### config.mk
export PLATFORM = sky130hd
export DESIGN_NAME = hashrate_watchdog
export DESIGN_NICKNAME = d
export VERILOG_FILES = /design/src/rtl/trinity_mon_pkg.sv /design/src/rtl/hashrate_window_acc.sv /design/src/rtl/hashrate_watchdog.sv
export SDC_FILE = /design/constraint.sdc
export NUM_CORES = 1
export LEC_CHECK = 0
export CAP_MARGIN = 20
export CORE_MARGIN = 2
export CORE_UTILIZATION = 41
export CTS_CLUSTER_SIZE = 10
export DETAILED_ROUTE_END_ITERATION = 12
export HOLD_SLACK_MARGIN = 0.03
export PLACE_DENSITY_LB_ADDON = 0.15
export SETUP_SLACK_MARGIN = 0.5
export SLEW_MARGIN = 20
export SYNTH_ARGS = -nofsm -noshare
export SYNTH_HDL_FRONTEND = slang
export SYNTH_HIERARCHICAL = 1
export SYNTH_SLANG_ARGS = --single-unit
### constraint.sdc
create_clock -name clk -period 3.3 [get_ports clk]
set_input_delay 0.66 -clock clk [delete_from_list [all_inputs] [get_ports clk]]
set_output_delay 0.66 -clock clk [all_outputs]
set_load 0.005 [all_outputs]
### src/rtl/trinity_mon_pkg.sv
// Shared types and constants for the Trinity mining monitor blocks.
package trinity_mon_pkg;

  localparam int HASH_W_DEFAULT = 32;

  typedef enum logic [1:0] {
    RUN      = 2'd0,
    DEGRADED = 2'd1,
    REBIRTH  = 2'd2,
    COOLDOWN = 2'd3
  } health_state_t;

  localparam logic [1:0] ST_RUN      = 2'd0;
  localparam logic [1:0] ST_DEGRADED = 2'd1;
  localparam logic [1:0] ST_REBIRTH  = 2'd2;
  localparam logic [1:0] ST_COOLDOWN = 2'd3;

endpackage

### src/rtl/hashrate_window_acc.sv
// Free-running window counter with a saturating hash accumulator; flags the
// closing cycle and presents that window's total (including the closing input).
module hashrate_window_acc #(
  parameter int WINDOW_CYCLES = 1024,
  parameter int HASH_W        = 32
) (
  input  logic              clk,
  input  logic              rst_n,
  input  logic              hash_done_valid,
  input  logic [3:0]        hash_done_count,
  output logic [HASH_W-1:0] sample,
  output logic              close
);

  localparam int CW = $clog2(WINDOW_CYCLES);
  localparam int SW = HASH_W + 1;

  logic [CW-1:0]     cnt_q, cnt_d;
  logic [HASH_W-1:0] acc_q, acc_d;
  logic [SW-1:0]     sum;

  always_comb begin
    sum    = {1'b0, acc_q} + (hash_done_valid ? SW'(hash_done_count) : '0);
    sample = sum[HASH_W] ? '1 : sum[HASH_W-1:0];
    close  = (cnt_q == CW'(WINDOW_CYCLES - 1));
    cnt_d  = close ? '0 : cnt_q + CW'(1);
    // the closing cycle's input is folded into sample, so the next window starts empty
    acc_d  = close ? '0 : sample;
  end

  always_ff @(posedge clk or negedge rst_n) begin
    if (!rst_n) begin
      cnt_q <= '0;
      acc_q <= '0;
    end else begin
      cnt_q <= cnt_d;
      acc_q <= acc_d;
    end
  end

endmodule

### src/rtl/hashrate_watchdog.sv
// Windowed hashrate monitor with a RUN/DEGRADED/REBIRTH/COOLDOWN health FSM.
// Define HASHRATE_EMA_EN to report an exponentially smoothed hashrate.
module hashrate_watchdog
  import trinity_mon_pkg::*;
#(
  parameter int WINDOW_CYCLES    = 1024,
  parameter int HASH_W           = HASH_W_DEFAULT,
  parameter int DROP_THRESH      = 100,
  parameter int RECOVER_THRESH   = 200,
  parameter int DEGRADE_WINDOWS  = 3,
  parameter int COOLDOWN_WINDOWS = 2
) (
  input  logic              clk,
  input  logic              rst_n,
  input  logic              hash_done_valid,
  input  logic [3:0]        hash_done_count,
  input  logic              rebirth_ack,
  output logic [HASH_W-1:0] current_hashrate,
  output logic              hashrate_valid,
  output logic              rebirth_req,
  output logic              rebirth_led,
  output logic [1:0]        health_state
);

  localparam int LW  = $clog2(DEGRADE_WINDOWS + 1);
  localparam int CDW = $clog2(COOLDOWN_WINDOWS + 1);

  logic [HASH_W-1:0] sample;
  logic              close;

  hashrate_window_acc #(
    .WINDOW_CYCLES(WINDOW_CYCLES),
    .HASH_W       (HASH_W)
  ) u_acc (
    .clk            (clk),
    .rst_n          (rst_n),
    .hash_done_valid(hash_done_valid),
    .hash_done_count(hash_done_count),
    .sample         (sample),
    .close          (close)
  );

  logic [1:0]        state_q, state_d;
  logic [LW-1:0]     low_q, low_d;
  logic [CDW-1:0]    cd_q, cd_d;
  logic [HASH_W-1:0] rate_q, rate_d;
  logic              vld_q, req_q, led_q;
  logic              samp_low, samp_high;

  always_comb begin
    samp_low  = 64'(sample) < 64'(DROP_THRESH);
    samp_high = 64'(sample) >= 64'(RECOVER_THRESH);
    state_d   = state_q;
    low_d     = low_q;
    cd_d      = cd_q;
    case (state_q)
      ST_RUN: if (close && samp_low) begin
        low_d   = LW'(1);
        state_d = (DEGRADE_WINDOWS == 1) ? ST_REBIRTH : ST_DEGRADED;
      end
      ST_DEGRADED: if (close) begin
        if (samp_low) begin
          low_d = low_q + LW'(1);
          if (int'(low_q) + 1 >= DEGRADE_WINDOWS) state_d = ST_REBIRTH;
        end else if (samp_high) begin
          low_d   = '0;
          state_d = ST_RUN;
        end
      end
      // ack wins over a coincident close, so that close is not a cooldown window
      ST_REBIRTH: if (rebirth_ack) begin
        cd_d    = '0;
        state_d = ST_COOLDOWN;
      end
      ST_COOLDOWN: if (close) begin
        if (int'(cd_q) + 1 >= COOLDOWN_WINDOWS) begin
          cd_d    = '0;
          low_d   = '0;
          state_d = ST_RUN;
        end else begin
          cd_d = cd_q + CDW'(1);
        end
      end
      default: state_d = ST_RUN;
    endcase
  end

`ifdef HASHRATE_EMA_EN
  logic              seen_q;
  logic [HASH_W+1:0] ema_w;

  always_comb begin
    ema_w  = {2'b0, rate_q} - {2'b0, rate_q >> 2} + {2'b0, sample >> 2};
    rate_d = rate_q;
    if (close)
      rate_d = !seen_q ? sample : ((|ema_w[HASH_W+1:HASH_W]) ? '1 : ema_w[HASH_W-1:0]);
  end

  always_ff @(posedge clk or negedge rst_n) begin
    if (!rst_n) seen_q <= 1'b0;
    else        seen_q <= seen_q | close;
  end
`else
  always_comb rate_d = close ? sample : rate_q;
`endif

  always_ff @(posedge clk or negedge rst_n) begin
    if (!rst_n) begin
      state_q <= ST_RUN;
      low_q   <= '0;
      cd_q    <= '0;
      rate_q  <= '0;
      vld_q   <= 1'b0;
      req_q   <= 1'b0;
      led_q   <= 1'b0;
    end else begin
      state_q <= state_d;
      low_q   <= low_d;
      cd_q    <= cd_d;
      rate_q  <= rate_d;
      vld_q   <= close;
      req_q   <= (state_d == ST_REBIRTH);
      led_q   <= state_d[1];  // REBIRTH and COOLDOWN share bit 1
    end
  end

  assign current_hashrate = rate_q;
  assign hashrate_valid   = vld_q;
  assign rebirth_req      = req_q;
  assign rebirth_led      = led_q;
  assign health_state     = state_q;

endmodule
# Word level (Yosys, flattened, before mapping)
# Cells that the tools add are included.
# totals
regBits	83
inputBits	8
output_inout_bits	37
word_cells	60
# op_classes
add_sub_neg	6
n_lt_le_gt_ge	4
eq_ne	11
mux	24
reduce_logical	6
# op_table
operator	count
$mux 32	2
$mux 2	17
$add 32x33->33	1
$ge 32x8->1 const B	1
$lt 32x7->1 const B	1
$add 10x1->10 const B	1
$eq 10x10->1 const B	1
$mux 10	1
$ne 2x2->1 const B	5
$pmux 2 s4	1
$add 2x1->3 const B	2
$eq 2x2->1 const B	3
$ge 3x2->1 const B	2
$pmux 2 s3	1
$reduce_and 6->1	1
$add 2x1->2 const B	2
$mux 4	1
$pmux 2 s2	1
$ne 3x3->1 const B	1
$reduce_and 3->1	1
$reduce_bool 3->1	1
$eq 2x1->1 const B	1
$logic_not 2->1	1
$reduce_bool 2->1	1
$logic_and 1x1->1	1

# Longest topological paths before layout
# depth
depth_word	9
depth_mapped	15

# Hierarchy
# The synthesis kept the hierarchy.
# by_module_without_submodules
module	n_inst	cells_per_inst	area_each_um2	seq_area_each_um2
hashrate_window_acc	1	260	2503.7	1051.0
hashrate_watchdog	1	131	1781.7	1001.0

# Worst setup path after synthesis
# OpenSTA, ideal clock, no wires.
# synth_timing
path_type	input port to flip-flop
startpoint	input hash_done_count[0]
endpoint	register low_q[0]
setup_ns	0.128
arrival_time_ns	3.636
setup_slack_ns	-0.464
path_stages	14
n_path_buf	3
path_cell_list	and2_1 > ha_1 > fa_1 > a211oi_1 > or2_1 > buf_2 > or4_1 > buf_2 > buf_2 > nand2_1 > nor4_2 > nand4b_1 > o32ai_2 > mux2_1
# synth_between
elab_chain_cells	7
word_cells_on_any_way	12
cone_classes	1 x add/sub; 2 x order compare; 2 x eq/ne; 5 x mux; 2 x reduce/logical
# synth_rtl
item	line_no	text
start, declared	hashrate_watchdog.sv:16	input logic [3:0] hash_done_count,
$mux 4 (*)	hashrate_window_acc.sv:23	sum = {1'b0, acc_q} + (hash_done_valid ? SW'(hash_done_count) : '0);
$add 32x33->33 (*)	hashrate_window_acc.sv:23	
$mux 32 (*)	hashrate_window_acc.sv:24	sample = sum[HASH_W] ? '1 : sum[HASH_W-1:0];
via sample[15]	hashrate_watchdog.sv:28	logic [HASH_W-1:0] sample;
$lt 32x7->1	hashrate_watchdog.sv:51	samp_low = 64'(sample) < 64'(DROP_THRESH);
$mux 2 / $logic_and 1x1->1 (equally long branches)	hashrate_watchdog.sv:62, hashrate_watchdog.sv:57	
$mux 2 / $ne 2x2->1 (equally long branches)	-	
$pmux 2 s3 / $reduce_and 6->1 (equally long branches)	-	
end signal, assigned	hashrate_watchdog.sv:118	low_q <= low_d;
end, declared	hashrate_watchdog.sv:44	logic [LW-1:0] low_q, low_d;
# Mark *: on every way through the listed nets, which the timed path passes. The rest lies on a longest branch. The select of a mux whose other input is x is not followed.
# A chain may end at the register's enable or synchronous reset.

# Worst setup path in the final report
# layout_timing
startpoint	input hash_done_count[0]
endpoint	register low_q[1]
# Same word-level chain as after synthesis.

==> run metrics <==
status finished with violations; failing checks negative setup slack; distinct cell type count after synthesis 52; clock root cell clkbuf_8; Top cell by count, worst path mux2_4; die height 106.2 microns; Clk pin slew, worst setup/hold paths 0.09 ns; die area 0.01129 sq mm; Startpoint Class input pin; Final HPWL DP 6809 microns; Die X 106.2 microns; Final nets 560; Clock Path Buffers 2; share of cells above drive strength 1 46.72%; DR pass1 iterations 4; asr flop ratio synth 100.0%; setup ws final -0.2664 ns; Post-synth EDFFs 0; leak pwr 3.073 nW; largest net degree at the start of global routing 83; Clock Latency Late Sink 0.35 ns; clock sinks 82; Syn Nets 408; Avg WL per Cell 15.72 microns; initial antenna violation count 0; Final Hold Fails 0; Power, Total 3.102 mW; Iter 0 DRT Violations 111; site row count 37; critical path endpoint category register; Seq. cell area 0.002052 sq mm; multi-input logic area 0.002522 sq mm; first-pass GRT wire length 17,480 microns; critical path type input pin to register; fmax 280.4 MHz; Port Buf Inserts 44; DRT Wirelength 10,750 microns; Finished Core Util 62.66%; HP Class input pin to async pin; CTS tree built; Slew @ Worst Pin 0.7461 ns; Worst EP required 3.53 ns; Post-route DRC 0; GRT overflow 0; Layout Area Growth over Synthesis 49.61%; slowest stage cell on the critical path fa_2; Total GRT Usage 19.49%; Clock Skews 0.01314 ns; core region area 0.01023 sq mm; share of the synthesized area in the top cell type 47.88%; cts hold-fix bufs 0; Top FF cell, synth dfrtp_1; Setup-failing EPs final 6; ANT nets after route 0; largest fanout on the critical path 4; crit path buf inv count 2; fillcell total 831; clock period minus worst slack 3.566 ns; IO Count 45; TritonCTS buffer count 9; post-synth top area cell dfrtp_1; H-tree Lvls 3; Cell Area, Synth 0.004285 sq mm; total inserted antenna cells 0; Synth Register Bits 82; Max transition margin 50.26%; RSZ-0062 raised after global routing true; Max Slew Vio Count 0; pwr dens 483.9 mW/mm^2; vias after detailed routing 3,474; GP Congestion 0.7911; number of global-route vias before repair 3,642; Synth area leaders dfrtp_1, mux2_2, nand2_1; sequential fraction of the synthesis area 47.88%; Arr. time, crit path 3.80 ns; crit-path cells buf_6 > and2_4 > ha_4 > fa_2 > a211oi_4 > or2_4 > buf_12 > o41ai_2 > mux2_4 > nor4_4 > and4_1 > a21boi_2 > o32ai_4 > mux2_4; Worst path max stage delay 0.38 ns; Vias/cell 5.079; max_cap viols 0; final period utilization 108.1%; peak supply drop 0.2915 mV; initial core utilization 41.89%; Cells after Synth 391; Syn Area/Cell 10.96 sq um; yosys warns 6; cell family with the largest share of critical-path delay simple AND/OR/NAND/NOR gates
## Yosys cell counts (10+ instances only)
cell,number
a21oi_1,10
a21oi_2,20
dfrtp_1,82
inv_1,11
mux2_2,40
nand2_1,50
nand3_1,15
nand4_1,14
nor2_1,13
nor2b_1,11
xnor2_1,10
xor2_1,19
## worst reg2reg max path: cells and delay by family (launching register included)
family / cells / cell delay (ns)
muxes: 2 / 0.63
adders and majority gates: 2 / 0.56
DFF: 1 / 0.41
and+or+nand+nor: 3 / 0.86
buffers and inverters: 1 / 0.12
AOI/OAI and AO/OA: 4 / 0.75
## placed cells by master (no fill, tap or decap), types with 8 or more instances in the layout
| master | synthesis | layout |
|---|---|---|
| nor2_1 | 13 | 10 |
| nand2_1 | 50 | 37 |
| buf_4 | 1 | 94 |
| inv_1 | 11 | 11 |
| mux2_2 | 40 | 33 |
| nand2_2 | 0 | 8 |
| nor2b_1 | 11 | 11 |
| dfrtp_1 | 82 | 82 |
| buf_6 | 3 | 18 |
| nand3_1 | 15 | 13 |
| mux2_4 | 0 | 9 |
| a21oi_2 | 20 | 23 |
| clkdlybuf4s50_1 | 0 | 38 |
| xor2_1 | 19 | 16 |
| clkbuf_8 | 0 | 10 |
| xnor2_1 | 10 | 9 |
| nand4_1 | 14 | 14 |
| nor4_4 | 1 | 11 |
## kinds of logic after synthesis
family | after synthesis | share of synthesized area, %
AOI/OAI and AO/OA | 50 | 8.643
xor gates and xnor gates | 29 | 5.927
adders and majority gates | 9 | 2.803
buffers and inverters | 28 | 3.212
DFF | 82 | 47.88
muxes | 43 | 11.27
and+or+nand+nor | 150 | 20.26
## flip-flops by register name (all words and copies together), names as in the netlist
name and count:
hashrate_valid 1, health_state 1, u_acc/acc_q 32, u_acc/cnt_q 10
cd_q 2, rebirth_req 1, current_hashrate 32, rebirth_led 1
low_q 2
## cell type report
type,instances,area share [%]
clock inverter,5,0.9758
tap,136,2.654
multi-input combinational,281,39.34
clock buffer,11,2.205
inverter,11,0.6440
timing repair buffer,158,22.17
sequential,82,32.01
## path summary, 6_finish.rpt
check                      slack [ns]                               end  depth (start not counted)                     start
min                              0.34  current_hashrate[28]$_DFFE_PN0P_                          1                     rst_n
min in group clk                 0.48          u_acc/cnt_q[8]$_DFF_PN0_                          1  u_acc/cnt_q[8]$_DFF_PN0_
max reg2reg                     -0.15              low_q[1]$_DFFE_PN0P_                         12  u_acc/acc_q[0]$_DFF_PN0_
max in group asynchronous        2.45         u_acc/acc_q[11]$_DFF_PN0_                          1                     rst_n
max                             -0.27              low_q[1]$_DFFE_PN0P_                         14        hash_done_count[0]
min reg2reg                      0.48          u_acc/cnt_q[8]$_DFF_PN0_                          1  u_acc/cnt_q[8]$_DFF_PN0_
## report_power, final
group          leakage (nW)  switching, mW  internal (mW)
Clock                0.0962          0.388          0.375
Combinational          1.87          0.529          0.668
Sequential             1.10         0.0754           1.07
Total                  3.07          0.992           2.11
## metrics by stage
| stage | instances | hold slack [ns] | setup WS (ns) | setup TNS (ns) | cell area, sq um |
|---|---|---|---|---|---|
| after floorplan | 391 | 0.3644 | -0.2230 | -0.4460 | 4373 |
| after detailed placement | 635 | 0.4614 | -1.115 | -10.48 | 5466 |
| after global routing | 684 | 0.3852 | -0.3520 | -1.175 | 6411 |
| after global placement | 635 | 0.4569 | -1.043 | -8.242 | 5466 |
| final | 684 | 0.3434 | -0.2664 | -0.6060 | 6411 |
| after CTS | 674 | 0.4767 | -0.1352 | -0.2746 | 6080 |
## repair_timing
item                                   in CTS  in global routing
resized for setup                          62                 43
pin swaps                                  35                 25
endpoints found under the hold margin       0                  0
buffers inserted                           23                  8
gates cloned                                0                  2
setup endpoints to repair                  67                  8
## per-layer routing
metal  vias to the layer above  GRT usage (%)  wire [microns]
met3                        20          3.433             325
met4                         0          6.955             248
met2                        69          32.46            5354
li1                       1677              -               -
met5                         -              0               0
met1                      1708          25.53            4821
Note: power is estimated with default switching activity, not from simulation.
